<file path="config.mk">
export PLATFORM = sky130hd
export DESIGN_NAME = spi_flash_fetch
export DESIGN_NICKNAME = d
export VERILOG_FILES = /design/src/rtl/spi_flash_fetch.sv
export SDC_FILE = /design/constraint.sdc
export NUM_CORES = 1
export LEC_CHECK = 0
export ABC_CLOCK_PERIOD_IN_PS = 2790
export CORE_MARGIN = 2
export CORE_UTILIZATION = 47
export DETAILED_ROUTE_END_ITERATION = 16
export GPL_ROUTABILITY_DRIVEN = 0
export PLACE_DENSITY_LB_ADDON = 0.1
export REMOVE_ABC_BUFFERS = 1
export SLEW_MARGIN = 20
export SYNTH_ARGS = -nofsm -noshare
export SYNTH_HDL_FRONTEND = slang
export SYNTH_SLANG_ARGS = --single-unit
</file>
<file path="constraint.sdc">
create_clock -name i_clk -period 2.79 [get_ports i_clk]
set_input_delay 0.558 -clock i_clk [delete_from_list [all_inputs] [get_ports i_clk]]
set_output_delay 0.558 -clock i_clk [all_outputs]
set_load 0.01 [all_outputs]
</file>
<file path="src/rtl/spi_flash_fetch.sv">
// Read-sequencing master for the spi register port: configures the spi block, then turns
// byte-read requests into CMD / 3-byte address / dummy-clocked data flash READ sequences.
module spi_flash_fetch #(
  parameter logic [1:0] CS_SEL   = 2'd0,
  parameter logic       SPI_SRC  = 1'b0,
  parameter logic [1:0] SPI_MODE = 2'd0,
  parameter logic [6:0] CLK_DIV  = 7'd1,
  parameter logic [7:0] CMD      = 8'h03,
  parameter logic [7:0] DUMMY    = 8'hFF
) (
  input  logic        i_clk,
  input  logic        i_reset,
  input  logic        i_req_valid,
  output logic        o_req_ready,
  input  logic [23:0] i_req_addr,
  input  logic [3:0]  i_req_len,
  output logic        o_rd_valid,
  input  logic        i_rd_ready,
  output logic [7:0]  o_rd_data,
  output logic        o_rd_last,
  output logic        o_busy,
  output logic [2:0]  o_spi_reg_addr,
  output logic [1:0]  o_spi_reg_sel,
  output logic [7:0]  o_spi_reg_data,
  output logic        o_spi_reg_write,
  output logic        o_spi_reg_read,
  input  logic [7:0]  i_spi_data_in,
  input  logic        i_spi_interrupt
);

  localparam int unsigned LEN_W = 5;

  typedef enum logic [3:0] {
    S_INIT_MODE = 4'd0,
    S_INIT_DIV  = 4'd1,
    S_IDLE      = 4'd2,
    S_CMD       = 4'd3,
    S_WAIT      = 4'd4,
    S_ADDR      = 4'd5,
    S_DSTART    = 4'd6,
    S_DWAIT     = 4'd7,
    S_HOLD      = 4'd8
  } state_t;

  state_t             r_state;
  state_t             w_next_state;
  logic [23:0]        r_addr;
  logic [1:0]         r_idx;
  logic [LEN_W-1:0]   r_remain;
  logic               r_rd_valid;
  logic               r_rd_last;
  logic [7:0]         r_rd_data;
  logic               w_accept;
  logic               w_byte_done;
  logic               w_last_byte;
  logic               w_handshake;

  assign w_accept    = (r_state == S_IDLE) && i_req_valid;
  assign w_byte_done = (r_state == S_DWAIT) && i_spi_interrupt;
  assign w_last_byte = (r_remain == LEN_W'(1));
  assign w_handshake = (r_state == S_HOLD) && i_rd_ready;

  // State register
  always_ff @(posedge i_clk) begin
    if (i_reset) r_state <= S_INIT_MODE;
    else         r_state <= w_next_state;
  end

  // Next-state logic
  always_comb begin
    w_next_state = r_state;
    case (r_state)
      S_INIT_MODE: w_next_state = S_INIT_DIV;
      S_INIT_DIV:  w_next_state = S_IDLE;
      S_IDLE:      if (i_req_valid) w_next_state = S_CMD;
      S_CMD:       w_next_state = S_WAIT;
      S_WAIT:      if (i_spi_interrupt) w_next_state = (r_idx == 2'd3) ? S_DSTART : S_ADDR;
      S_ADDR:      w_next_state = S_WAIT;
      S_DSTART:    w_next_state = S_DWAIT;
      S_DWAIT:     if (i_spi_interrupt) w_next_state = S_HOLD;
      S_HOLD:      if (i_rd_ready) w_next_state = w_last_byte ? S_IDLE : S_DSTART;
      default:     w_next_state = S_INIT_MODE;
    endcase
  end

  // Register-port strobes; reset masks them so nothing reaches the spi block while it resets
  always_comb begin
    o_spi_reg_write = 1'b0;
    o_spi_reg_read  = 1'b0;
    o_spi_reg_addr  = 3'd0;
    o_spi_reg_data  = 8'd0;
    o_busy          = 1'b1;
    o_req_ready     = 1'b0;
    case (r_state)
      S_INIT_MODE: begin
        o_spi_reg_write = 1'b1;
        o_spi_reg_addr  = 3'd4;
        o_spi_reg_data  = {5'b0, SPI_SRC, SPI_MODE};
      end
      S_INIT_DIV: begin
        o_spi_reg_write = 1'b1;
        o_spi_reg_addr  = 3'd5;
        o_spi_reg_data  = {1'b0, CLK_DIV};
      end
      S_IDLE: begin
        o_busy      = 1'b0;
        o_req_ready = 1'b1;
      end
      S_CMD: begin
        o_spi_reg_write = 1'b1;
        o_spi_reg_addr  = 3'd0;
        o_spi_reg_data  = CMD;
      end
      S_ADDR: begin
        o_spi_reg_write = 1'b1;
        o_spi_reg_addr  = 3'd1;
        case (r_idx)
          2'd0:    o_spi_reg_data = r_addr[23:16];
          2'd1:    o_spi_reg_data = r_addr[15:8];
          default: o_spi_reg_data = r_addr[7:0];
        endcase
      end
      S_DSTART: begin
        o_spi_reg_write = 1'b1;
        o_spi_reg_addr  = 3'd1;
        o_spi_reg_data  = DUMMY;
      end
      S_DWAIT: begin
        // Final byte is read through addr 0 so the same access also closes the transaction
        o_spi_reg_read = i_spi_interrupt;
        o_spi_reg_addr = w_last_byte ? 3'd0 : 3'd1;
      end
      default: ;
    endcase
    if (i_reset) begin
      o_spi_reg_write = 1'b0;
      o_spi_reg_read  = 1'b0;
      o_busy          = 1'b1;
      o_req_ready     = 1'b0;
    end
  end

  // Request latch, address index, byte countdown and output byte holding register
  always_ff @(posedge i_clk) begin
    if (i_reset) begin
      r_addr     <= 24'd0;
      r_idx      <= 2'd0;
      r_remain   <= LEN_W'(0);
      r_rd_valid <= 1'b0;
      r_rd_last  <= 1'b0;
      r_rd_data  <= 8'd0;
    end else begin
      if (w_accept) begin
        r_addr   <= i_req_addr;
        r_remain <= (i_req_len == 4'd0) ? LEN_W'(16) : LEN_W'(i_req_len);
      end
      if (r_state == S_CMD)  r_idx <= 2'd0;
      if (r_state == S_ADDR) r_idx <= r_idx + 2'd1;
      if (w_byte_done) begin
        r_rd_valid <= 1'b1;
        r_rd_data  <= i_spi_data_in;
        r_rd_last  <= w_last_byte;
      end
      if (w_handshake) begin
        r_rd_valid <= 1'b0;
        r_rd_last  <= 1'b0;
        r_remain   <= r_remain - LEN_W'(1);
      end
    end
  end

  assign o_spi_reg_sel = CS_SEL;
  assign o_rd_valid    = r_rd_valid;
  assign o_rd_data     = r_rd_data;
  assign o_rd_last     = r_rd_last;

endmodule

</file>
# --- After elaboration in Yosys (flattened, before gate mapping) ---
# Cells that the tools add are included.
# W data, S select, Z words.
word_totals:
  ff_bits: 45
  out_inout_bits: 27
classes:
  add_sub_neg: 2
  n_eq_ne: 15
  n_mux: 24
  reduce_logical: 13
op_table:
  columns: ["operator", "n"]
  rows:
  - ["$pmux W4 S8", 1]
  - ["$pmux W8 S4", 1]
  - ["$eq A4 B3 Y1 const B", 4]
  - ["$mux W4", 4]
  - ["$pmux W8 S2", 1]
  - ["$mux W5", 3]
  - ["$pmux W3 S4", 1]
  - ["$mux W1", 9]
  - ["$eq A4 B2 Y1 const B", 2]
  - ["$logic_not A4 Y1", 2]
  - ["$ne A2 B2 Y1 const B", 4]
  - ["$mux W2", 3]
  - ["$reduce_or A2 Y1", 3]
  - ["$eq A5 B1 Y1 const B", 1]
  - ["$reduce_or A5 Y1", 1]
  - ["$sub A5 B1 Y5 const B", 1]
  - ["$eq A4 B1 Y1 const B", 1]
  - ["$eq A4 B4 Y1 const B", 1]
  - ["$reduce_and A4 Y1", 1]
  - ["$reduce_bool A2 Y1", 2]
  - ["$logic_and A1 B1 Y1", 3]
  - ["$mux W3", 1]
  - ["$add A2 B1 Y2 const B", 1]
  - ["$eq A2 B1 Y1 const B", 1]
  - ["other kinds (2)", 2]

# --- Logic depth before layout (Yosys ltp) ---
# Gate-level depths: netlist of run 1.
depth:
  ltp_word: 4
  depth_mapped: 8
  depth_no_buf: 6

# --- Worst setup path before layout of run 1 ---
# Ideal clock, no wire load.
synth_path:
  path_kind: "register to output"
  start: "register r_idx[0]"
  end: "output o_spi_reg_data[1]"
  t_arrival_ps: 1764
  required_ps: 2232
  setup_slack_ps: 468
  stages_incl_launch_ff: 8
  n_path_buf: 1
  cell_sequence: "dfxtp_1 inv_1 ha_1 clkbuf_1 nor2_1 nand2_1 a21o_1 a311oi_1"
synth_between:
  elab_chain_cells: 3
  word_cells_on_any_way: 4
  cone_classes: "eq/ne: 1; mux: 2; reduce/logical: 1"
synth_lines:
  columns: ["element", "line", "source"]
  rows:
  - ["from (decl)", "48", "logic [1:0] r_idx;"]
  - ["from (signal assigned)", "158", "if (r_state == S_ADDR) r_idx <= r_idx + 2'd1;"]
  - ["$eq A2 B1 Y1 or $logic_not A2 Y1 (tied branches)", "117", "case (r_idx)"]
  - ["$pmux W8 S2 *", "117", null]
  - ["$pmux W8 S4 *", "94", "case (r_state)"]
  - ["to (decl)", "24", "output logic [7:0] o_spi_reg_data,"]
# Mark *: on every way between the ends. The rest lies on a longest branch, timed or not.

# --- Final worst setup path of run 1 ---
layout_path:
  start: "input i_spi_interrupt"
  end: "output o_spi_reg_read"
layout_between:
  elab_chain_cells: 2
layout_lines:
  columns: ["element", "line", "source"]
  rows:
  - ["from (decl)", "28", "input logic i_spi_interrupt"]
  - ["$mux W1", "94", null]
  - ["$mux W1", "135", "if (i_reset) begin"]
  - ["to (decl)", "26", "output logic o_spi_reg_read,"]
# No other way between the ends.

==> results of run 1 <==
[cells by family (layout without fill, tap and decap cells)]
| group | after synthesis | count (layout) | share of synthesized area, % |
|---|---|---|---|
| compound gates | 80 | 80 | 21.7 |
| xor+xnor | 1 | 1 | 0.376 |
| fa+ha+maj | 5 | 5 | 2.69 |
| buf+inv | 41 | 100 | 9.30 |
| flops | 45 | 45 | 38.7 |
| mux | 11 | 11 | 4.84 |
| other cells | 1 | 3 | 0.161 |
| simple gates | 108 | 108 | 22.3 |
[flip-flops by register name (all words and copies together) (netlist names)]
name	flops
r_state	4
o_rd_data	8
r_remain	5
r_idx	2
r_addr	24
o_rd_valid	1
o_rd_last	1
[report_power, final]
part	total, mW	internal, mW	switching [mW]	leakage (nW)
Clock	0.439	0.224	0.216	0.0542
Combinational	0.248	0.131	0.117	0.801
Sequential	0.685	0.662	0.0230	0.365
[cell type report]
class,count,area share (%)
Clock buffer,7,3.10
Clock inverter,1,0.161
Inverter,12,1.45
Multi-Input combinational cell,208,39.3
Sequential cell,45,29.1
Tap cell,67,2.70
Timing Repair Buffer,80,24.2
[timing repair]
action | CTS | global route
endpoints found under the setup margin | 8 | 2
hold endpoints to repair | 0 | 0
gates resized for setup | 7 | 4
hold buffers | 0 | 0
[cell usage in the layout, fill, tap and decap left out, types with 3 or more instances in the layout]
cell / Yosys / layout
dfxtp_1: 45 / 43
nand2b_1: 5 / 5
conb_1: 1 / 3
a31oi_1: 3 / 3
nand3_1: 3 / 3
clkbuf_8: 0 / 7
o21ai_0: 3 / 3
nor2_1: 14 / 13
ha_1: 5 / 5
a21o_1: 7 / 7
a22oi_1: 8 / 8
clkdlybuf4s50_1: 0 / 55
mux2i_1: 9 / 9
nor3b_1: 3 / 3
inv_1: 12 / 12
nand2_1: 63 / 63
dlygate4sd2_1: 0 / 6
a21oi_1: 40 / 40
buf_4: 6 / 16
nor3_1: 6 / 6
[metrics by stage]
stage          area, sq um  hold slack, ps  total power [mW]  utilization (%)
2_1_floorplan         2160             430             0.806                -
6_report              3110             459              1.37             65.3
5_1_grt               3110             474              1.44             65.3
3_3_place_gp          3000             443             0.948             63.2
4_1_cts               3100             459              1.39             65.2
3_5_place_dp          3000             447             0.952             63.2
[worst max-delay path by stage]
stage / to / cells past startpoint / slack (ps) / from
after global routing: o_req_ready / 4 / 20 / r_state[1]
after detailed placement: o_spi_reg_read / 5 / 110 / i_spi_interrupt
after global placement: o_spi_reg_read / 5 / 100 / i_spi_interrupt
after CTS: o_spi_reg_data[5] / 8 / 0.3 / r_idx[1]
final: o_spi_reg_read / 5 / 120 / i_spi_interrupt
after floorplan: o_spi_reg_data[1] / 6 / 540 / r_idx[0]
[metal layers]
metal	vias to the layer above	part of all wire (%)	GRT usage (%)
met1	1012	45	26.6
met5	-	0	0
met3	6	5.2	5.01
met4	0	1.2	5.95
met2	56	48	33.6
li1	1115	-	-
[critical path: cells and delay by family]
family        cells  cell delay (ps)
buf+inv           3             1090
simple gates      2              470
==> key figures, run 1 <==
Synthesis
  • Seq cells post-synth: 45
  • Post-synth EDFFs: 0
  • Seq/Total Area, Yosys: 38.7%
  • Syn_area_per_cell: 7.97 sq um
  • Synth Instances: 292
  • Most instantiated cells after synthesis: 63 x nand2_1, 45 x dfxtp_1, 40 x a21oi_1
  • Area leader, netlist: dfxtp_1
  • Synth area leaders: dfxtp_1 39%, nand2_1 10%, a21oi_1 8.6%, mux2i_1 3.9%, ha_1 2.7%
  • Area share of the largest cell type after synthesis: 38.7%
  • Most instantiated library cell after synthesis: nand2_1
  • Most used DFF post-synth: dfxtp_1
  • Ys Warns: 0
  • Synthesized area: 0.00233 sq mm
  • Post-synth cell types: 50
  • Async S/R FF share, synth: 0%

STA
  • Final setup fails: 0
  • Final cycle utilization of the critical path: 95.8%
  • Final WS setup: 118 ps
  • Final hold violations: 0
  • RSZ-0062 raised after global routing: false
  • Fmax: 374 MHz
  • Fin. max-slew vios: 0
  • Tmin final: 2670 ps
  • Skew final: 5.32 ps
  • Setup TNS: 0 ps

Hold path
  • Worst hold start: r_addr[22]
  • Hold path endpoint: r_addr[22]
  • Hold Path Depth: 2
  • HP Class: reg2reg

Drt
  • Residual DRC: 0
  • Vias per cell: 5.21
  • DRT Pass-1 Iters: 5
  • DRT iter0 DRCs: 142
  • Vias: 2189
  • WL final: 5260 microns
  • Residual antenna-violating net count after detailed routing: 0
  • Drt wl/cell: 12.5 microns

Final layout
  • Number of fill cells: 454
  • Area of the multi-input gates: 0.00122 sq mm
  • Area grow syn2layout: 33.5%
  • Ant. Diodes: 0
  • Layout cells sized above 1: 9.35%
  • Final net count: 398
  • FF+latch area: 903 sq um
  • Post-Layout Cell Count: 420

Job
  • MaxCap Viol Count: 0

Placement
  • Cells after DPL: 412
  • I/O Buffers: 64
  • Post-place setup slack: 110 ps
  • Dpl hpwl: 3720 microns

Floorplan
  • Row count: 25
  • Die X: 74.4 microns
  • Die area: 0.00553 sq mm
  • Core Region: 0.00475 sq mm
  • Die outline height: 74.4 microns
  • Starting Density: 48.9%
  • IO Pins: 68

Clocking
  • Setup repair bufs after CTS: 0
  • Inserted Clock Buffers: 5
  • Root buffer cell: clkbuf_8
  • H-Tree Depth: 2
  • # clock sinks: 45
  • Worst-path clk slew: 80 ps
  • Latest clock arrival within the worst-skew pair: 300 ps
  • CTS tree: yes
  • Clock tree buffer depth: 2

Setup path
  • Worst R2R End: r_addr[20]
  • Reg-to-Reg Start: r_state[1]
  • Most used cell, CP: clkdlybuf4s50_1
  • CP startpoint kind: primary input
  • Flop2flop setup slack: 500 ps
  • Arr. time, crit path: 2110 ps
  • Crit path required time: 2230 ps
  • Slowest-stage cell, CP: clkdlybuf4s50_1
  • CP endpoint kind: output pin
  • Crit path max fanout: 2
  • CP Cell Sequence: clkdlybuf4s50_1 -> inv_1 -> or3_1 -> nor2_1 -> clkdlybuf4s50_1
  • R2R depth: 6
  • Critical path class: in2out
  • Crit-path max cell delay: 550 ps

Power and ir drop
  • Power Density: 442 mW/mm^2
  • Pleak: 1.22 nW
  • Max VDD drop: 0.267 mV

GRT
  • Total gr overflow: 0
  • Largest net degree at the start of global routing: 44
  • GRT Total Usage: 20.4%
  • First-pass GRT wire length: 8810 microns
  • Vias in the first global route: 1928
  • Antenna violations before repair: 0

Status
  • Status: complete, no violations
(Power assumes the default switching activity.)
==> run 2: changes to the inputs <==
Settings changed: PLACE_DENSITY set to 0.81, PLACE_DENSITY_LB_ADDON 0.1 to unset.
==> key figures, run 2 (same netlist as run 1, synthesis figures left out) <==
Floorplan
  • Die X: 74.4 microns (unchanged)
  • IO Pins: 68 (unchanged)
  • Core Region: 0.00475 sq mm (unchanged)
  • Die area: 0.00553 sq mm (unchanged)
  • Row count: 25 (unchanged)
  • Starting Density: 48.9% (unchanged)
  • Die outline height: 74.4 microns (unchanged)

Final layout
  • Ant. Diodes: 0 (unchanged)
  • Most frequent cells in the layout: 63 x nand2_1, 54 x clkdlybuf4s50_1, 42 x dfxtp_1, 40 x a21oi_1, 17 x buf_4
  • Final net count: 399 (+0.25%)
  • Final Util: 66.1% (+0.79 points)
  • Layout cells sized above 1: 9.60% (+0.26 points)
  • Largest reg by FF count: r_addr
  • Number of flip-flops in the largest register: 24 (unchanged)
  • Area grow syn2layout: 35.1%
  • Number of fill cells: 424 (-6.6%)
  • Commonest non-fill, non-tap cell in the layout: nand2_1

Clocking
  • Root buffer cell: clkbuf_8
  • Inserted Clock Buffers: 5 (unchanged)
  • Worst-path clk slew: 90 ps (about the same)
  • H-Tree Depth: 2 (unchanged)
  • Hold Buf Count CTS: 0 (unchanged)
  • # clock sinks: 45 (unchanged)
  • Latest clock arrival within the worst-skew pair: 290 ps (about the same)
  • CTS tree: yes
  • Clock tree buffer depth: 2 (unchanged)

Power and ir drop
  • Max VDD drop: 0.257 mV (-3.6%)
  • Pleak: 1.26 nW (+3.0%)
  • Power Density: 461 mW/mm^2 (+4.2%)

Drt
  • Vias: 2186 (-0.14%)
  • Residual antenna-violating net count after detailed routing: 0 (unchanged)
  • Drt wl/cell: 13.2 microns (+5.5%)
  • DRT Pass-1 Iters: 4 (-1)
  • WL final: 5560 microns (+5.8%)
  • Residual DRC: 0 (unchanged)
  • Vias per cell: 5.19 (-0.37%)
  • Met1 WL: 2620 microns (+9.6%)
  • Metal2 WL: 2690 microns (+6.2%)
  • DRT iter0 DRCs: 169 (+19%)
  • Met3 wire len: 152 microns (-44%)
  • Top layer in use: met4

GRT
  • Largest net degree at the start of global routing: 37 (-16%)
  • Total gr overflow: 0 (unchanged)
  • First-pass GRT wire length: 9140 microns (+3.8%)
  • Antenna violations before repair: 0 (unchanged)
  • GRT Total Usage: 21.4% (+0.92 points)
  • Vias in the first global route: 2010 (+4.3%)

Status
  • Status: complete, no violations

Setup path
  • Buf/Inv on CP: 3 (unchanged)
  • Arr. time, crit path: 2100 ps (about the same)
  • Slowest-stage cell, CP: or4_1
  • CP Cell Sequence: buf_4 -> or4_1 -> inv_1 -> clkdlybuf4s50_1
  • CP startpoint kind: flip-flop
  • Crit path max fanout: 12 (+10)
  • Critical path class: reg2out
  • Crit path required time: 2230 ps (about the same)
  • Crit-path max cell delay: 520 ps (-30 ps)
  • Delay-heaviest family, CP: buffers and inverters
  • CP endpoint kind: output pin

STA
  • RSZ-0062 raised after global routing: false
  • Final hold violations: 0 (unchanged)
  • Final cycle utilization of the critical path: 95.3% (-0.48 points)
  • Setup TNS: 0 ps (unchanged)
  • Fmax: 376 MHz (+0.50%)
  • Fin. max-slew vios: 0 (unchanged)
  • Slew headroom: 65.4%
  • Final setup fails: 0 (unchanged)
  • Skew final: 6.07 ps (+0.748 ps)
  • Slew @ Worst Pin: 512 ps
  • Tmin final: 2660 ps (-13.3 ps)

Placement
  • I/O Buffers: 64 (unchanged)
  • Dpl hpwl: 4030 microns (+8.5%)

Job
  • MaxCap Viol Count: 0 (unchanged)

Hold path
  • HP Class: reg2reg
[run 2: worst paths after layout]
kind	startpoint	to	slack, ps	cells after the start
setup / recovery	r_state[2]	o_req_ready	130	4
hold / removal	r_addr[23]	r_addr[23]	460	2
setup reg to reg	r_state[0]	r_addr[18]	500	6
hold reg to reg	r_addr[23]	r_addr[23]	460	2
[run 2: per-layer routing]
| metal | track usage (%) | vias up |
|---|---|---|
| met5 | 0 | - |
| met1 | 29.6 | 1021 |
| met3 | 3.52 | 8 |
| met4 | 8.73 | 0 |
| met2 | 33.1 | 40 |
| li1 | - | 1117 |
[run 2: layout make-up]
type | instances | area, sq um | share of cell area [%]
timing repair buffer | 81 | 771 | 24.5
multi-input combinational | 208 | 1220 | 38.8
clock inverter | 2 | 37.5 | 1.19
clock buffer | 6 | 82.6 | 2.63
tap | 67 | 83.8 | 2.67
inverter | 12 | 45.0 | 1.43
sequential | 45 | 905 | 28.8
[run 2: metrics by stage]
| step | cell area (sq um) | worst slack [ps] | total power, mW | cells | hold WS, ps |
|---|---|---|---|---|---|
| floorplan | 2160 | 541 | 0.806 | 265 | 430 |
| global placement | 3020 | 55.6 | 0.948 | 413 | 443 |
| detailed placement | 3020 | 55.0 | 0.951 | 413 | 447 |
| CTS | 3130 | 20.1 | 1.45 | 421 | 459 |
| global route | 3140 | 14.4 | 1.51 | 421 | 482 |
| finish | 3140 | 131 | 1.45 | 421 | 458 |
[run 2: power breakdown]
part           total, mW  switching [mW]  internal, mW
sequential         0.687          0.0242         0.663
clock              0.511           0.220         0.291
combinational      0.250           0.117         0.133
[run 2: timing repair]
action	CTS	global route
gates resized for setup	10	4
setup endpoints to repair	9	4
buffers inserted	0	0
[run 2: worst register-to-register path: stages, from the launching register on]
cell and delay, ps:
dfxtp_1 420, nand2b_1 310, buf_4 220, or4b_1 730
buf_4 300, nand2_1 100, a21oi_1 80
==> run 3: changes to the inputs <==
Settings changed: CORE_UTILIZATION 47 to 30, PLACE_DENSITY 0.81 to 0.57.
==> key figures, run 3 (same netlist as run 1, synthesis figures left out) <==
Status
  • Status: complete, no violations

Setup path
  • Critical path class: in2out
  • Reg-to-Reg Start: r_state[0]
  • Crit path max fanout: 4 (-8)
  • CP endpoint kind: output pin
  • Crit path required time: 2230 ps (about the same)
  • CP startpoint kind: primary input
  • Flop2flop setup slack: 710 ps (+210 ps)
  • R2R depth: 5 (-1)
  • Arr. time, crit path: 2150 ps (+50 ps)
  • Worst Setup SP: i_reset

Drt
  • Drt wl/cell: 12.8 microns (-3.3%)
  • Vias: 2171 (-0.69%)
  • Vias per cell: 4.76 (-8.3%)
  • Residual antenna-violating net count after detailed routing: 0 (unchanged)
  • WL final: 5830 microns (+4.8%)
  • DRT iter0 DRCs: 123 (-27%)
  • Residual DRC: 0 (unchanged)
  • DRT Pass-1 Iters: 4 (unchanged)

Final layout
  • Commonest non-fill, non-tap cell in the layout: nand2_1
  • Layout cells sized above 1: 8.76% (-0.85 points)
  • Finished Cell Area: 0.00315 sq mm (+0.20%)
  • Number of flip-flops in the largest register: 24 (unchanged)
  • Ant. Diodes: 0 (unchanged)
  • Post-Layout Cell Count: 456 (+8.3%)
  • Number of fill cells: 789 (+86%)
  • Most frequent cells in the layout: 63 x nand2_1, 54 x clkdlybuf4s50_1, 42 x dfxtp_1, 40 x a21oi_1, 17 x buf_4
  • Area grow syn2layout: 35.4%
  • Largest reg by FF count: r_addr
  • Final net count: 399 (unchanged)

STA
  • Final cycle utilization of the critical path: 97.1% (+1.8 points)
  • Skew final: 8.27 ps (+2.20 ps)
  • RSZ-0062 raised after global routing: false
  • Final WS setup: 79.8 ps (-51.1 ps)
  • Tmin final: 2710 ps (+51.1 ps)
  • Fin. max-slew vios: 0 (unchanged)
  • Final setup fails: 0 (unchanged)
  • Fmax: 369 MHz (-1.9%)
  • Setup TNS: 0 ps (unchanged)
  • Final hold violations: 0 (unchanged)

Floorplan
  • Core Region: 0.00761 sq mm (+60%)
  • Die X: 92.1 microns (+24%)
  • Starting Density: 30.6% (-18 points)
  • IO Pins: 68 (unchanged)
  • Row count: 32 (+28%)
  • Die outline height: 92.1 microns (+24%)
  • Die area: 0.00848 sq mm (+53%)

Job
  • MaxCap Viol Count: 0 (unchanged)

Clocking
  • Latest clock arrival within the worst-skew pair: 300 ps (about the same)
  • Root buffer cell: clkbuf_8
  • H-Tree Depth: 2 (unchanged)
  • Hold Buf Count CTS: 0 (unchanged)
  • Inserted Clock Buffers: 5 (unchanged)
  • CTS tree: yes
  • Worst-path clk slew: 80 ps (about the same)
  • Setup repair bufs after CTS: 0 (unchanged)
  • Clock tree buffer depth: 2 (unchanged)
  • # clock sinks: 45 (unchanged)

Placement
  • Cells after DPL: 448 (+8.5%)
  • Dpl hpwl: 4250 microns (+5.4%)
  • I/O Buffers: 64 (unchanged)
  • Post-DP Area: 0.00306 sq mm (+1.5%)
  • Post-place setup slack: 97.8 ps (+42.8 ps)

GRT
  • Antenna violations before repair: 0 (unchanged)
  • Total gr overflow: 0 (unchanged)
  • Vias in the first global route: 2085 (+3.7%)
  • Largest net degree at the start of global routing: 42 (+14%)
  • GRT Total Usage: 14.0% (-7.3 points)
  • First-pass GRT wire length: 9700 microns (+6.1%)

Power and ir drop
  • Max VDD drop: 0.199 mV (-23%)
  • Tot Pwr: 1.34 mW (-7.7%)
  • Pleak: 1.24 nW (-1.3%)
  • Power Density: 424 mW/mm^2 (-7.9%)

Hold path
  • Hold Path Depth: 2 (unchanged)
  • HP Class: reg2reg
  • Worst hold start: r_addr[14]
[run 3: path summary, 6_finish.rpt]
check / endpoint
max: o_req_ready
min: r_addr[14]
max reg2reg: r_addr[2]
min reg2reg: r_addr[14]
[run 3: repair_timing]
item / 4_1_cts / 5_1_grt
hold endpoints to repair: 0 / 0
gates resized for setup: 7 / 7
endpoints found under the setup margin: 8 / 5
[run 3: through the flow]
step / hold WS, ps / util [%]
2_1_floorplan: 430 / -
3_3_place_gp: 444 / 40.2
3_5_place_dp: 446 / 40.2
4_1_cts: 458 / 41.2
5_1_grt: 472 / 41.4
6_report: 458 / 41.4
[run 3: cell type report]
class / instances / area [sq um] / area share (%)
clock buffer: 7 / 76.3 / 2.42
clock inverter: 1 / 7.51 / 0.238
inverter: 12 / 45.0 / 1.43
multi-input combinational: 208 / 1220 / 38.7
sequential: 45 / 905 / 28.7
tap: 102 / 128 / 4.05
timing repair buffer: 81 / 771 / 24.5
[run 3: report_power, final]
group	total (mW)	internal [mW]	switching, mW
clock	0.398	0.178	0.221
sequential	0.685	0.663	0.0217
combinational	0.254	0.132	0.121
[run 3: metal layers]
metal,share of wire [%],vias to the layer above,track usage [%]
met5,0,-,0
met2,46,39,22.3
met1,49,1009,19.0
met3,3.4,6,2.22
met4,1.4,0,5.72
li1,-,1117,-
[run 3: worst max-delay path: stages]
cell	delay, ps
clkdlybuf4s50_1	470
or4_1	520
inv_1	70
clkdlybuf4s50_1	530
